$ cat config.mk
export PLATFORM = sky130hd
export DESIGN_NAME = systolic_pe_db
export DESIGN_NICKNAME = d
export VERILOG_FILES = /design/src/rtl/systolic_pe_db.sv
export SDC_FILE = /design/constraint.sdc
export NUM_CORES = 1
export LEC_CHECK = 0
export BUFFER_PORTS_ARGS = -buffer_cell sky130_fd_sc_hd__buf_2
export CAP_MARGIN = 10
export CORE_MARGIN = 2
export CORE_UTILIZATION = 61
export DETAILED_ROUTE_END_ITERATION = 8
export PLACE_DENSITY = 0.82
export SYNTH_ARGS = -nofsm -noshare
export SYNTH_HDL_FRONTEND = slang
export SYNTH_SLANG_ARGS = --single-unit
$ cat constraint.sdc
create_clock -name clk -period 12.9 [get_ports clk]
set_input_delay 1.935 -clock clk [delete_from_list [all_inputs] [get_ports clk]]
set_output_delay 1.935 -clock clk [all_outputs]
set_load 0.02 [all_outputs]
$ cat src/rtl/systolic_pe_db.sv
// Weight-stationary systolic PE with a double-buffered weight (shadow + active).
// Activations move west->east, partial sums move north->south, one register stage each.
// Supports INT8, single-lane INT4 and packed dual-INT4 dot product, plus optional
// saturating accumulation into a signed ACC_WIDTH partial sum.
module systolic_pe_db #(
  parameter int DATA_WIDTH = 8,
  parameter int ACC_WIDTH  = 32,
  parameter int SATURATE   = 1
) (
  input  logic                  clk,
  input  logic                  rst_n,
  input  logic                  enable,
  input  logic [1:0]            quantize_mode,
  input  logic [DATA_WIDTH-1:0] act_in,
  input  logic                  act_valid_in,
  input  logic [ACC_WIDTH-1:0]  psum_in,
  input  logic [DATA_WIDTH-1:0] weight_load_in,
  input  logic                  weight_load,
  input  logic                  weight_swap,
  output logic [DATA_WIDTH-1:0] act_out,
  output logic                  act_valid_out,
  output logic [ACC_WIDTH-1:0]  psum_out,
  output logic                  psum_valid_out,
  output logic                  shadow_full,
  output logic                  sat_flag
);
  localparam int H     = DATA_WIDTH / 2;
  localparam int PW    = 2 * DATA_WIDTH;
  localparam int AW1   = ACC_WIDTH + 1;
  localparam int LANES = 2;
  localparam logic [ACC_WIDTH-1:0] ACC_MAX = {1'b0, {(ACC_WIDTH-1){1'b1}}};
  localparam logic [ACC_WIDTH-1:0] ACC_MIN = {1'b1, {(ACC_WIDTH-1){1'b0}}};

  typedef enum logic {EMPTY = 1'b0, FULL = 1'b1} wbuf_t;

  wbuf_t                 state, state_nxt;
  logic [DATA_WIDTH-1:0] shadow, shadow_nxt;
  logic [DATA_WIDTH-1:0] active, active_nxt;

  // Weight buffer registers; not gated by enable so preload overlaps streaming.
  always_ff @(posedge clk) begin
    if (!rst_n) begin
      state  <= EMPTY;
      shadow <= '0;
      active <= '0;
    end else begin
      state  <= state_nxt;
      shadow <= shadow_nxt;
      active <= active_nxt;
    end
  end

  // Swap promotes the old shadow first, then a same-edge load refills it.
  always_comb begin
    state_nxt  = state;
    shadow_nxt = shadow;
    active_nxt = active;
    if (weight_swap && state == FULL) begin
      active_nxt = shadow;
      state_nxt  = EMPTY;
    end
    if (weight_load) begin
      shadow_nxt = weight_load_in;
      state_nxt  = FULL;
    end
  end

  assign shadow_full = (state == FULL);

  // Products: full-width INT8, and one signed INT4 product per lane.
  logic signed [PW-1:0] p_full;
  logic signed [PW-1:0] lane_p [LANES];
  logic signed [PW-1:0] prod;

  assign p_full = PW'($signed(active)) * PW'($signed(act_in));

  for (genvar g = 0; g < LANES; g++) begin : g_lane
    logic signed [PW-1:0] wl, al;
    assign wl        = PW'($signed(active[g*H +: H]));
    assign al        = PW'($signed(act_in[g*H +: H]));
    assign lane_p[g] = wl * al;
  end

  // Mode select for the product fed to the accumulator.
  always_comb begin
    prod = '0;
    case (quantize_mode)
      2'b00:   prod = p_full;
      2'b01:   prod = lane_p[0];
      2'b10:   prod = lane_p[0] + lane_p[1];
      default: prod = '0;
    endcase
  end

  // One guard bit catches signed overflow of the ACC_WIDTH sum.
  logic signed [AW1-1:0] sum;
  logic                  ovf;
  logic [ACC_WIDTH-1:0]  result;

  assign sum = AW1'($signed(psum_in)) + AW1'(prod);
  assign ovf = sum[AW1-1] ^ sum[AW1-2];

  // Clamp toward the sign of the true sum, or wrap when saturation is off.
  always_comb begin
    result = sum[ACC_WIDTH-1:0];
    if (ovf && SATURATE != 0) result = sum[AW1-1] ? ACC_MIN : ACC_MAX;
  end

  // Single-stage forwarding pipeline; enable=0 holds every output register.
  always_ff @(posedge clk) begin
    if (!rst_n) begin
      act_out        <= '0;
      act_valid_out  <= 1'b0;
      psum_out       <= '0;
      psum_valid_out <= 1'b0;
      sat_flag       <= 1'b0;
    end else if (enable) begin
      act_out        <= act_in;
      act_valid_out  <= act_valid_in;
      psum_valid_out <= act_valid_in;
      if (act_valid_in) begin
        psum_out <= result;
        sat_flag <= ovf;
      end else begin
        psum_out <= psum_in;
        sat_flag <= 1'b0;
      end
    end
  end
endmodule

==> metrics.txt <==
clk_lat worst skew=0.34 ns; sequential fraction of the synthesis area=0.1457; routed vias/inst=5.732; clock skew=0.006140 ns; f_max=0.09487 GHz; Unique masters post-synth=64; syn_area_per_cell=8.443 µm²; maxcap violations=0; first-pass GRT wire length=32,730 µm; top cells by area, synth=fa_1 (19%), dfxtp_1 (15%), ha_1 (14%), inv_1 (4.9%), o21ai_0 (4.3%); CTS tree=done; Place WS=2.081 ns; reg2reg start=active[0]; endpoints failing setup=0; clock root cell=clkbuf_16; FF+latch count, synth=59; Final Hold Vio Count=0; Post-CTS Hold Fix Bufs=0; cell area after synthesis=8105 µm²; DRC=0; WL per Instance=16.21 µm; post_cts resized=0; Filler Cell Count=1,068; clk sinks=59; Mapped Cells=960; outcome=completed; setup ws final=2.359 ns; row cnt=42; Setup CP Type=input port to flip-flop; Tightest Pin Transition=1.003 ns; Num CTS Buffers=9; Ports=100; number of antenna repair diodes=0; Min-Delay Path Depth=1; syn nets=1,184; worst reg2reg path depth=33; PD cells=112.4 nW/µm²; # port buffers=99; Synth top area share=0.1927; post-route minimum period=10.54 ns; top cell types by occurrence after synthesis=inv_1 (105), ha_1 (90), nand2_1 (81); largest net degree at the start of global routing=37; Yosys warning count=0; Startpoint Class=input port; htree depth=3; Core Box Area=13,090 µm²; Final Slew Violations=0; Die Wd=119.3 µm; CP dominant cell by count=fa_1; Static Leak=0.004573 µW; share of layout cells above drive strength 1=0.1260; # Post-CTS Setup Buffers=0; slowest stage delay, CP=0.55 ns; CP Data Required Time=13.13 ns; Longest Clk Path Bufs=2; hpwl dp=15,940 µm; Arr. time, crit path=10.77 ns; crit share post-route=0.8171; TNS Setup=0 ns; critical path endpoint category=flip-flop; count leader, synth=inv_1; Post-Route WL=19,590 µm; critical hold path startpoint=psum_out[16]; Layout Area Growth over Synthesis=9.833%; Worst Setup SP=act_in[3]; slew margin rel.=0.3311; 1st-iter DRT viols=361; initial core utilization=0.6194; CTS clk-pin slew, worst paths=0.05 ns; Die Ht=119.3 µm; DIE AREA=14,230 µm²; GPL Wtd Cong=0.9335; vias in the first global route=6,756; global-route usage over all layers=0.2891; RSZ-0062 raised after global routing=no; Via Count=6,924; Most used DFF post-synth=dfxtp_1; CP max stage cell=fa_1; grt ovf=0; CP max FO=22; VDD IR max=0.1098 mV; 1st-pass router iterations=5; ys async rst share=0; initial antenna violation count=0; Post-DRT Antenna Nets=0; Synth area leader=fa_1; Post-synth EDFFs=0; Nets=1,252; worst hold-check path type=flip-flop to flip-flop
worst paths after layout:
kind	slack, ns	to
max	2.36	psum_out[14]
min	0.44	psum_out[16]
max reg2reg	3.65	psum_out[14]
min reg2reg	0.44	psum_out[16]
worst max-delay path: cells and delay by family:
family / cells / cell delay (ns)
compound gates: 10 / 2.67
xor+xnor: 2 / 0.30
fa+ha+maj: 10 / 4.27
buf+inv: 7 / 0.99
simple gates: 5 / 0.61
flip-flops by register name, indices dropped and copies added (netlist names):
name / count
psum_out: 32
act_out: 8
active: 8
shadow: 8
psum_valid_out: 1
sat_flag: 1
shadow_full: 1
power breakdown:
| group | switching [µW] | internal (µW) | total, µW |
|---|---|---|---|
| clock network | 80.4 | 147 | 228 |
| registers | 12.0 | 204 | 216 |
| logic | 335 | 222 | 557 |
cell type report:
cell class / count / area (µm²) / area share
Sequential cell: 59 / 1181 / 0.1327
Tap cell: 176 / 220.2 / 0.02474
Clock inverter: 3 / 40.04 / 0.004498
Multi-Input combinational cell: 751 / 6312 / 0.7091
Inverter: 105 / 394.1 / 0.04427
Timing Repair Buffer: 102 / 518.0 / 0.05819
Clock buffer: 12 / 236.5 / 0.02656
stage by stage:
| stage | std cells | hold slack, ns | util | power (µW) | instance area (µm²) |
|---|---|---|---|---|---|
| detailed placement | 1193 | 0.4359 | 0.6592 | 767.3 | 8626 |
| CTS | 1208 | 0.4467 | 0.6803 | 1000 | 8902 |
| global placement | 1193 | 0.4270 | 0.6592 | 758.3 | 8626 |
| finish | 1208 | 0.4449 | 0.6803 | 1001 | 8902 |
| floorplan | 960 | 0.4515 | - | 651.7 | 8105 |
| global route | 1208 | 0.4531 | 0.6803 | 1077 | 8902 |
cells in the final DEF, fill, tap and decap left out, types with 19 or more instances in the layout:
cell type and n:
a21boi_0 19, fa_1 78, nor2b_1 24, a21oi_1 66, ha_1 90, mux2i_1 19
a21o_1 39, buf_2 99, xnor2_1 37, dfxtp_1 59, o21ai_0 68, xor2_1 19
and2_1 42, inv_1 105, nor2_1 35, nand2_1 81
kinds of logic (layout without fill, tap and decap cells):
family / count (synthesis) / in the layout / synth area share
fa+ha+maj: 168 / 168 / 0.3316
flops: 59 / 59 / 0.1457
mux: 22 / 22 / 0.02809
simple gates: 237 / 237 / 0.1448
buf+inv: 150 / 222 / 0.07579
compound gates: 268 / 268 / 0.2135
xor+xnor: 56 / 56 / 0.06051
metal layers:
layer  GRT usage  part of all wire  up-vias
met5           0                 0        -
met4      0.1153             0.030        0
met3     0.05125             0.054       41
met2      0.4957              0.48      220
met1      0.3608              0.43     3259
li1            -                 -     3404
Note: power is estimated with default switching activity, not from simulation.
